File: src/rtl/instruction_fetch_unit.sv
// instruction_fetch_unit
// Producer side of the instruction buffer. Holds the fetch PC, issues one
// instruction-memory read at a time and pushes each returned word into the
// instruction buffer, respecting the buffer-full flag. A redirect from branch
// resolution reloads the PC and kills whatever fetch is in flight.
//
// Optional feature: define FETCH_PERF_EN to add the perf_fetched and
// perf_full_stall performance counters. Without it those ports are absent.

module instruction_fetch_unit #(
    parameter int                    ADDR_WIDTH = 32,
    parameter int                    INST_WIDTH = 32,
    parameter logic [ADDR_WIDTH-1:0] RESET_PC   = '0
) (
    input  logic                  clk,
    input  logic                  rst_n,

    input  logic                  stall,
    input  logic                  redirect_valid,
    input  logic [ADDR_WIDTH-1:0] redirect_pc,

    output logic                  imem_req_valid,
    input  logic                  imem_req_ready,
    output logic [ADDR_WIDTH-1:0] imem_req_addr,
    input  logic                  imem_rsp_valid,
    input  logic [INST_WIDTH-1:0] imem_rsp_data,

    output logic                  buf_write_en,
    output logic [INST_WIDTH-1:0] buf_data_in,
    input  logic                  buf_is_full,

`ifdef FETCH_PERF_EN
    output logic [31:0]           perf_fetched,
    output logic [31:0]           perf_full_stall,
`endif

    output logic [ADDR_WIDTH-1:0] fetch_pc
);

    typedef enum logic [1:0] {
        IDLE,
        REQ,
        WAIT,
        WRITE
    } state_t;

    state_t                  state;
    logic [ADDR_WIDTH-1:0]   pc;
    logic                    drop;
    logic [INST_WIDTH-1:0]   hold;
    logic                    req_valid_q;

    logic                    handshake;
    logic                    write_fire;
    logic [ADDR_WIDTH-1:0]   redirect_target;
    logic [ADDR_WIDTH-1:0]   pc_next_seq;

    // Decode of the request handshake, the buffer write strobe and the two PC candidates.
    always_comb begin
        handshake       = req_valid_q && imem_req_ready;
        write_fire      = (state == WRITE) && !buf_is_full && !redirect_valid;
        redirect_target = redirect_pc & ~ADDR_WIDTH'(3);
        pc_next_seq     = pc + ADDR_WIDTH'(4);
    end

    // Fetch FSM: PC, drop flag for a killed fetch, held word, and the registered request valid.
    always_ff @(posedge clk or negedge rst_n) begin
        if (!rst_n) begin
            state       <= IDLE;
            pc          <= RESET_PC;
            drop        <= 1'b0;
            hold        <= '0;
            req_valid_q <= 1'b0;
        end else begin
            case (state)
                IDLE: begin
                    if (redirect_valid) begin
                        pc <= redirect_target;
                    end else if (!stall) begin
                        state       <= REQ;
                        req_valid_q <= 1'b1;
                    end
                end

                REQ: begin
                    if (redirect_valid) begin
                        pc <= redirect_target;
                    end
                    if (handshake) begin
                        state       <= WAIT;
                        req_valid_q <= 1'b0;
                        drop        <= redirect_valid;
                    end
                end

                WAIT: begin
                    if (imem_rsp_valid) begin
                        if (drop || redirect_valid) begin
                            drop        <= 1'b0;
                            state       <= REQ;
                            req_valid_q <= 1'b1;
                            if (redirect_valid) begin
                                pc <= redirect_target;
                            end
                        end else begin
                            hold  <= imem_rsp_data;
                            state <= WRITE;
                        end
                    end else if (redirect_valid) begin
                        pc   <= redirect_target;
                        drop <= 1'b1;
                    end
                end

                WRITE: begin
                    if (redirect_valid) begin
                        pc          <= redirect_target;
                        state       <= REQ;
                        req_valid_q <= 1'b1;
                    end else if (!buf_is_full) begin
                        pc <= pc_next_seq;
                        if (stall) begin
                            state <= IDLE;
                        end else begin
                            state       <= REQ;
                            req_valid_q <= 1'b1;
                        end
                    end
                end

                default: begin
                    state       <= IDLE;
                    req_valid_q <= 1'b0;
                end
            endcase
        end
    end

`ifdef FETCH_PERF_EN
    // Performance counters: words written into the buffer and cycles blocked by a full buffer.
    always_ff @(posedge clk or negedge rst_n) begin
        if (!rst_n) begin
            perf_fetched    <= '0;
            perf_full_stall <= '0;
        end else begin
            if (write_fire) begin
                perf_fetched <= perf_fetched + 32'd1;
            end
            if ((state == WRITE) && buf_is_full) begin
                perf_full_stall <= perf_full_stall + 32'd1;
            end
        end
    end
`endif

    // Output wiring from the registered state.
    always_comb begin
        imem_req_valid = req_valid_q;
        imem_req_addr  = pc;
        fetch_pc       = pc;
        buf_write_en   = write_fire;
        buf_data_in    = hold;
    end

endmodule

File: config.mk
export PLATFORM = sky130hd
export DESIGN_NAME = instruction_fetch_unit
export DESIGN_NICKNAME = d
export VERILOG_FILES = /design/src/rtl/instruction_fetch_unit.sv
export SDC_FILE = /design/constraint.sdc
export NUM_CORES = 1
export LEC_CHECK = 0
export CORE_MARGIN = 2
export CORE_UTILIZATION = 42
export DETAILED_ROUTE_END_ITERATION = 12
export GPL_TIMING_DRIVEN = 0
export HOLD_SLACK_MARGIN = 0.15
export PLACE_DENSITY = 0.88
export SYNTH_ARGS = -nofsm -noshare
export SYNTH_HDL_FRONTEND = slang
export SYNTH_SLANG_ARGS = --single-unit
File: constraint.sdc
create_clock -name clk -period 2.5 [get_ports clk]
set_input_delay 0.625 -clock clk [delete_from_list [all_inputs] [get_ports clk]]
set_output_delay 0.625 -clock clk [all_outputs]
set_load 0.05 [all_outputs]
Word-level counts from Yosys, hierarchy flattened
Cells that the tools add are included.
{"block": "word_totals", "output_inout_bits": 98, "ff_bits": 68}
{"block": "classes", "n_bitwise": 1, "n_eq_ne": 11, "mux": 28, "n_reduce_logical": 14, "n_addsub": 1}
{"op": "$mux 32", "n": 5}
{"op": "$pmux 32 s3", "n": 1}
{"op": "$add 32x3->32 const B", "n": 1}
{"op": "$mux 2", "n": 7}
{"op": "$mux 1", "n": 12}
{"op": "$ne 2x2->1 const B", "n": 5}
{"op": "$reduce_and 5->1", "n": 2}
{"op": "$ne 3x3->1 const B", "n": 3}
{"op": "$pmux 2 s4", "n": 1}
{"op": "$eq 2x2->1 const B", "n": 2}
{"op": "$pmux 1 s4", "n": 1}
{"op": "$reduce_and 4->1", "n": 1}
{"op": "$logic_and 1x1->1", "n": 3}
{"op": "$reduce_and 3->1", "n": 1}
{"op": "$eq 2x1->1 const B", "n": 1}
{"op": "$logic_not 1->1", "n": 2}
{"op": "$logic_not 2->1", "n": 1}
{"op": "$pmux 1 s2", "n": 1}
{"op": "$reduce_and 2->1", "n": 1}
{"op": "$reduce_bool 2->1", "n": 1}
{"op": "$reduce_or 2->1", "n": 1}
{"op": "$logic_or 1x1->1", "n": 1}
{"op": "$not 1->1", "n": 1}

Depth between registers and ports, before layout
Gate-level depths: netlist of run 1.
{"block": "logic_depth", "ltp_word": 4, "depth_mapped": 6, "depth_no_buf": 5}

Worst setup path after synthesis of run 1
No wires, ideal clock.
{"block": "synth_timing", "kind": "register to register", "from": "reg pc[4], in the netlist fetch_pc[4]", "to": "reg pc[27], in the netlist fetch_pc[27]", "path_buffers": 0, "synth_period_minus_slack_ps": 2401, "t_required_ps": 2389, "setup_slack_ps": 99, "setup_time_ps": 111, "stages_incl_launch_ff": 5, "arrival_time_ps": 2290, "cell_sequence": "dfrtp_1 -> nand4_4 -> or4_4 -> or4_1 -> a222oi_1"}
{"block": "synth_via", "elab_chain_len": 4}
{"item": "start, declared", "line_no": "48", "text": "logic [ADDR_WIDTH-1:0] pc;"}
{"item": "start signal, assigned", "line_no": "78", "text": "pc <= redirect_target;"}
{"item": "start signal, assigned", "line_no": "87", "text": "pc <= redirect_target;"}
{"item": "start signal, assigned", "line_no": "103", "text": "pc <= redirect_target;"}
{"item": "$add 32x3->32", "line_no": "63", "text": "pc_next_seq = pc + ADDR_WIDTH'(4);"}
{"item": "$mux 32", "line_no": "120", "text": "end else if (!buf_is_full) begin"}
{"item": "$mux 32", "line_no": "116", "text": "if (redirect_valid) begin"}
{"item": "$pmux 32 s3", "line_no": "75", "text": "case (state)"}
No other way between the ends. The select of a mux whose other input is x is not followed.
A chain may end at the register's enable or synchronous reset.

Worst setup path in the final report of run 1
{"block": "layout_timing", "from": "in redirect_valid", "to": "out buf_write_en"}
{"block": "layout_via", "elab_chain_len": 2}
{"item": "start, declared", "line_no": "19", "text": "input logic redirect_valid,"}
{"item": "$logic_not 1->1", "line_no": "61", "text": "write_fire = (state == WRITE) && !buf_is_full && !redirect_valid;"}
{"item": "$logic_and 1x1->1", "line_no": "61"}
{"item": "end, declared", "line_no": "28", "text": "output logic buf_write_en,"}
No other way between the ends.

==> reports/metrics.yaml, run 1 <==
coreArea_um2: 8593
skew_ns: 0.007792
crit_path_max_incr_delay_ns: 0.47
avgRoutedWirePerCell_um: 17.59
p_per_area_nw_per_um2: 580.0
crit_family: "buffers and inverters"
fin_tns_setup_ns: 0
hold_slack_ns: 0.3550
critPathBufInv: 2
cts.sink_count: 66
rows: 34
hold_path.class: "in -> async"
seqCellArea_um2: 1652
ys_ff_latch: 66
slew_violations: 0
drtIter0Drc: 257
vias: 3734
cts_buffers: 9
hold_violations: 0
synth-async-reset-ratio_pct: 100.0
die_area_um2: 9452
htree_num_levels: 3
antenna_left: 0
grt_pass1_wl_um: 19000
syn-instance-count: 369
vias_per_cell: 5.675
area_growth_pct: 55.50
fin_crit_ns: 2.483
diodes: 0
ys_warn_count: 0
worstPathMaxFanout: 7
yosysSeqAreaShare_pct: 45.25
crit_chain: "clkdlybuf4s50_1 -> nand3b_1 -> nor2_4 -> buf_2"
clk_latency_ns: 0.34
root_buffer: "clkbuf_8"
groute.usage.overall_pct: 24.66
syn_area_per_cell_um2: 9.891
grt_pass1_vias: 3838
ctsHoldBuffers: 0
fin_crit_sh_pct: 99.32
drc: 0
finalPower_mw: 3.292
firstDrtPassIters: 5
die_w_um: 97.22
grt_max_degree: 67
nFillCells: 675
crit_type: "in -> out"
globalplace.congestion: 0.9115
required_ns: 1.88
drive_gt1_share_pct: 17.64
antenna_found_initial: 0
rr_worst_depth: 4
syn_area_um2: 3650
nets: 618
vdd_drop_max_mv: 0.3429
r2r_start: "fetch_pc[4]$_DFFE_PN0P_"
maxSlewHeadroom_pct: 34.57
r2r_slack_ns: 0.21
p_leak_nw: 2.395
fin_ws_ns: 0.01712
cts_tree: "yes"
start_util_pct: 42.47
worstPathArrival_ns: 1.86
clk_transition_reported_paths_ns: 0.08
wl_um: 11570
synth-main-ff-cell: "dfrtp_1"
worst_pin_slew_ns: 0.9724
grt_remaining_overflow: 0
end_kind: "output port"
max_freq_mhz: 402.8
synth_edf_count: 0
cap_viol_max_count: 0
slowest_stage: "clkdlybuf4s50_1"
post-place-ws_ns: -0.9370
setup_viol: 0
dp_hpwl_um: 8525
yosys.cell_types.count: 56
status: "finished clean"
die_y_um: 97.22
io_pins: 169
io_buffers: 162
critPathLaunchType: "input port"
postLayoutCoreUtil_pct: 66.05
rr_endpoint: "fetch_pc[27]$_DFFE_PN0P_"
multi_input_area_um2: 1693
clk_path_buf_depth: 2
## worst max-delay path by stage
| stage | startpoint | end | cells after the start |
|---|---|---|---|
| after floorplan | fetch_pc[4]$_DFFE_PN0P_ | fetch_pc[27]$_DFFE_PN0P_ | 4 |
| after global placement | rst_n | buf_data_in[25]$_DFFE_PN0P_ | 1 |
| after detailed placement | redirect_valid | buf_write_en | 4 |
| after CTS | fetch_pc[2]$_DFFE_PN0P_ | imem_req_addr[2] | 2 |
| after global routing | state[1]$_DFFE_PN0P_ | buf_write_en | 4 |
| final | redirect_valid | buf_write_en | 4 |
## metal layers
| layer | up-vias | GRT usage, % | part of all wire (%) |
|---|---|---|---|
| met5 | - | 0 | 0 |
| met4 | 0 | 9.936 | 3.1 |
| met1 | 1754 | 30.02 | 39 |
| li1 | 1690 | - | - |
| met3 | 38 | 8.489 | 12 |
| met2 | 252 | 40.28 | 47 |
## cell type report
| class | count | area share (%) |
|---|---|---|
| Buffer | 49 | 5.578 |
| Clock buffer | 9 | 2.183 |
| Clock inverter | 6 | 1.631 |
| Inverter | 9 | 0.5952 |
| Multi-Input combinational cell | 248 | 29.83 |
| Sequential cell | 66 | 29.10 |
| Tap cell | 108 | 2.381 |
| Timing Repair Buffer | 163 | 28.70 |
## logic make-up (layout without fill, tap and decap cells)
kind of cell | count (synthesis) | in the layout | share of synthesized area (%)
AND/OR/NAND/NOR | 124 | 124 | 18.55
AO/OA/AOI/OAI | 80 | 80 | 14.74
flip-flops | 66 | 66 | 45.25
buffers and inverters | 58 | 236 | 9.461
multiplexers | 32 | 32 | 9.873
XOR/XNOR | 7 | 7 | 1.680
adder cells (fa/ha/maj) | 1 | 1 | 0.3428
other | 1 | 4 | 0.1027
## synthesized netlist by cell type, types with 4 or more instances
cell	number	area (um2)
nand2_1	26	97.59
and4_1	4	35.03
xnor2_1	4	35.03
o31ai_1	4	30.03
clkbuf_1	15	56.30
nor4_1	8	50.05
nor2_1	22	82.58
o21ai_0	15	75.07
dfrtp_1	66	1652
nand3_1	15	75.07
and3_1	4	25.02
a311oi_1	4	35.03
and2_1	4	25.02
nor3_1	11	55.05
a21oi_1	17	85.08
o22ai_1	7	43.79
a31oi_1	6	37.54
nand4_1	13	81.33
buf_4	34	255.2
mux2_2	30	337.8
inv_1	8	30.03
## worst register-to-register path, delay by kind of cell, from the launching register on
family | cells | cell delay, ns
DFF | 1 | 0.53
and+or+nand+nor | 3 | 1.34
AOI/OAI and AO/OA | 1 | 0.31
## where the power goes
| group | leakage (nW) | switching (mW) | internal (mW) |
|---|---|---|---|
| clock network | 0.102 | 0.442 | 0.559 |
| logic | 1.45 | 0.630 | 0.418 |
| registers | 0.839 | 0.105 | 1.14 |
## cells in the final DEF, fill, tap and decap left out, types with 4 or more instances in the layout
cell / netlist / layout
dfrtp_1: 66 / 66
o21ai_0: 15 / 15
a21oi_1: 17 / 17
a31oi_1: 6 / 6
and4_1: 4 / 4
o31ai_1: 4 / 4
clkdlybuf4s50_1: 0 / 157
inv_1: 8 / 8
nand3_1: 15 / 15
mux2_2: 30 / 30
and2_1: 4 / 4
nor4_1: 8 / 7
nand4_1: 13 / 13
a311oi_1: 4 / 4
nand2_1: 26 / 26
nor3_1: 11 / 11
xnor2_1: 4 / 4
clkbuf_8: 0 / 9
clkbuf_2: 0 / 4
nor2_1: 22 / 21
o22ai_1: 7 / 7
conb_1: 1 / 4
buf_4: 34 / 36
and3_1: 4 / 4
clkbuf_1: 15 / 11
## state kept, by name, indices dropped and copies added (netlist names)
signal	flops
state	2
buf_data_in	32
drop	1
imem_req_valid	1
fetch_pc	30
## timing repair
action | CTS | global route
buffers inserted | 1 | 0
endpoints found under the setup margin | 33 | 38
gates resized for setup | 9 | 12
pin swaps | 0 | 0
## per-stage QoR
| step | cells | instance area, um2 |
|---|---|---|
| after floorplan | 372 | 3661 |
| after global routing | 658 | 5675 |
| after CTS | 658 | 5657 |
| after detailed placement | 642 | 5415 |
| after global placement | 642 | 5418 |
| final | 658 | 5675 |
Note: power is estimated with default switching activity, not from simulation.
==> run 2: changes to the inputs <==
--- a/config.mk
+++ b/config.mk
@@ -6,11 +6,11 @@
 export NUM_CORES = 1
 export LEC_CHECK = 0
 export CORE_MARGIN = 2
-export CORE_UTILIZATION = 42
+export CORE_UTILIZATION = 45
 export DETAILED_ROUTE_END_ITERATION = 12
 export GPL_TIMING_DRIVEN = 0
 export HOLD_SLACK_MARGIN = 0.15
-export PLACE_DENSITY = 0.88
+export PLACE_DENSITY = 0.93
 export SYNTH_ARGS = -nofsm -noshare
 export SYNTH_HDL_FRONTEND = slang
 export SYNTH_SLANG_ARGS = --single-unit
==> constraint.sdc (replaced) <==
create_clock -name clk -period 2.9 [get_ports clk]
set_input_delay 0.725 -clock clk [delete_from_list [all_inputs] [get_ports clk]]
set_output_delay 0.725 -clock clk [all_outputs]
set_load 0.05 [all_outputs]
==> reports/metrics.yaml, run 2 (synthesis gave the netlist of run 1 again) <==
rsz0062_at_grt: "false"
clk_transition_reported_paths_ns: 0.07  # about the same
combPwrFrac_pct: 32.6  # +0.7 points
postLayoutCoreUtil_pct: 72.23  # +6.2 points
area_growth_pct: 54.51
nets: 619  # +0.16%
worst_pin_slew_ns: 1.128  # +0.1551 ns
slowest_stage: "clkdlybuf4s50_1"
maxSlewHeadroom_pct: 24.14  # -10 points
end_kind: "output port"
clk_latency_ns: 0.34  # about the same
use_met1_pct: 32.43  # +2.4 points
drc: 0  # unchanged
vias_per_cell: 5.833  # +2.8%
coreArea_um2: 7807  # -9.1%
skew_ns: 0.006633  # -0.001159 ns
r2r_slack_ns: 0.58  # +0.37 ns
drive_gt1_share_pct: 17.03  # -0.61 points
crit_start: "redirect_valid"
hold_path.class: "in -> async"
ctsHoldBuffers: 0  # unchanged
seq_power_share_pct: 38.4  # +0.7 points
diodes: 0  # unchanged
required_ns: 2.17  # +0.29 ns
swShare_pct: 36.71  # +0.95 points
dp_hpwl_um: 8667  # +1.7%
intPower_mw: 1.763  # -17%
root_buffer: "clkbuf_8"
fin_crit_sh_pct: 96.65
slew_violations: 0  # unchanged
p_leak_nw: 2.353  # -1.8%
setup_viol: 0  # unchanged
die_w_um: 94.06  # -3.3%
p_clk_share_pct: 28.9  # -1.5 points
status: "finished clean"
critPathBufInv: 2  # unchanged
antenna_found_initial: 0  # unchanged
r2r_start: "fetch_pc[2]$_DFFE_PN0P_"
io_pins: 169  # unchanged
final_common_cell: "clkdlybuf4s50_1"
p_sw_mw: 1.023  # -13%
crit_chain: "clkdlybuf4s50_1 -> nand3b_1 -> nor2_4 -> clkdlybuf4s18_2"
grt.busiest_layer: "met2"
firstDrtPassIters: 5  # unchanged
hold_violations: 0  # unchanged
drtIter0Drc: 384  # +49%
fin_tns_setup_ns: 0  # unchanged
instances_no_fill: 654  # -0.61%
max_freq_mhz: 356.8
grt_use_met2_pct: 45.60  # +5.3 points
rr_worst_depth: 4  # unchanged
rr_endpoint: "fetch_pc[27]$_DFFE_PN0P_"
cap_viol_max_count: 0  # unchanged
p_per_area_nw_per_um2: 494.1  # -15%
crit_path_max_incr_delay_ns: 0.46  # about the same
clk_path_buf_depth: 2  # unchanged
avgRoutedWirePerCell_um: 18.04  # +2.6%
rows: 32  # -5.9%
io_buffers: 162  # unchanged
crit_type: "in -> out"
start_util_pct: 46.75  # +4.3 points
die_y_um: 94.06  # -3.3%
hold_slack_ns: 0.4729  # +0.1179 ns
critPathLaunchType: "input port"
finalPower_mw: 2.786  # -15%
layout_common_cells: "160 x clkdlybuf4s50_1, 66 x dfrtp_1, 37 x buf_4"
fin_crit_ns: 2.803
worstPathMaxFanout: 7  # unchanged
crit_family: "buffers and inverters"
grt_remaining_overflow: 0  # unchanged
groute.usage.overall_pct: 27.81  # +3.1 points
largest_reg_flops: 32  # unchanged
cts.sink_count: 66  # unchanged
htree_num_levels: 3  # unchanged
cts_buffers: 9  # unchanged
cts_tree: "yes"
grt_pass1_vias: 3766  # -1.9%
vias: 3815  # +2.2%
wl_um: 11800  # +1.9%
globalplace.congestion: 0.9349  # +2.6%
antenna_left: 0  # unchanged
grt_use_met3_pct: 10.59  # +2.1 points
worst-path-stages: 4  # unchanged
endpoint: "buf_write_en"
die_area_um2: 8847  # -6.4%
worstPathArrival_ns: 2.08  # +0.22 ns
placed_cells: 636  # -0.93%
grt_max_degree: 67  # unchanged
vdd_drop_max_mv: 0.4814  # +40%
grt_pass1_wl_um: 18960  # -0.22%
[run 2: per-layer routing]
layer / routed length [um] / up-vias
li1: - / 1699
met1: 4276 / 1787
met2: 5509 / 277
met3: 1550 / 52
met4: 461 / 0
met5: 0 / -
[run 2: area by class of cell]
class                      count  area, um2
fill                         572       2168
multi-input combinational    248       1678
sequential                    66       1652
timing repair buffer         164       1634
buffer                        49      311.5
clock buffer                  10      137.6
tap                          102      127.6
clock inverter                 6      65.06
inverter                       9      33.78
[run 2: worst min-delay path by stage]
stage,startpoint,to
CTS,rst_n,fetch_pc[9]$_DFFE_PN0P_
global route,buf_data_in[28]$_DFFE_PN0P_,buf_data_in[28]$_DFFE_PN0P_
floorplan,rst_n,buf_data_in[0]$_DFFE_PN0P_
detailed placement,buf_data_in[15]$_DFFE_PN0P_,buf_data_in[15]$_DFFE_PN0P_
finish,rst_n,fetch_pc[10]$_DFFE_PN0P_
global placement,buf_data_in[15]$_DFFE_PN0P_,buf_data_in[15]$_DFFE_PN0P_
[run 2: repair_timing]
| action | CTS | global route |
|---|---|---|
| resized for setup | 7 | 0 |
| setup buffers | 0 | 2 |
| setup endpoints to repair | 31 | 1 |
[run 2: worst register-to-register path, delay by kind of cell, from the launching register on]
family	cells	cell delay, ns
AOI/OAI and AO/OA	1	0.31
DFF	1	0.54
and+or+nand+nor	3	1.37
[run 2: power by group through the flow]
stage | registers, mW | logic, mW | clock network (mW)
2_1_floorplan | 1.28 | 0.339 | 0
3_3_place_gp | 1.08 | 0.893 | 0
3_5_place_dp | 1.09 | 0.905 | 0
4_1_cts | 1.07 | 0.911 | 0.819
5_1_grt | 1.08 | 0.950 | 0.860
6_report | 1.07 | 0.909 | 0.806
[run 2: per-stage QoR]
| step | area [um2] | setup WS (ns) |
|---|---|---|
| 2_1_floorplan | 3661 | 0.3466 |
| 3_3_place_gp | 5410 | -1.087 |
| 3_5_place_dp | 5408 | -0.7819 |
| 4_1_cts | 5624 | -0.1288 |
| 5_1_grt | 5639 | 0.02040 |
| 6_report | 5639 | 0.09729 |
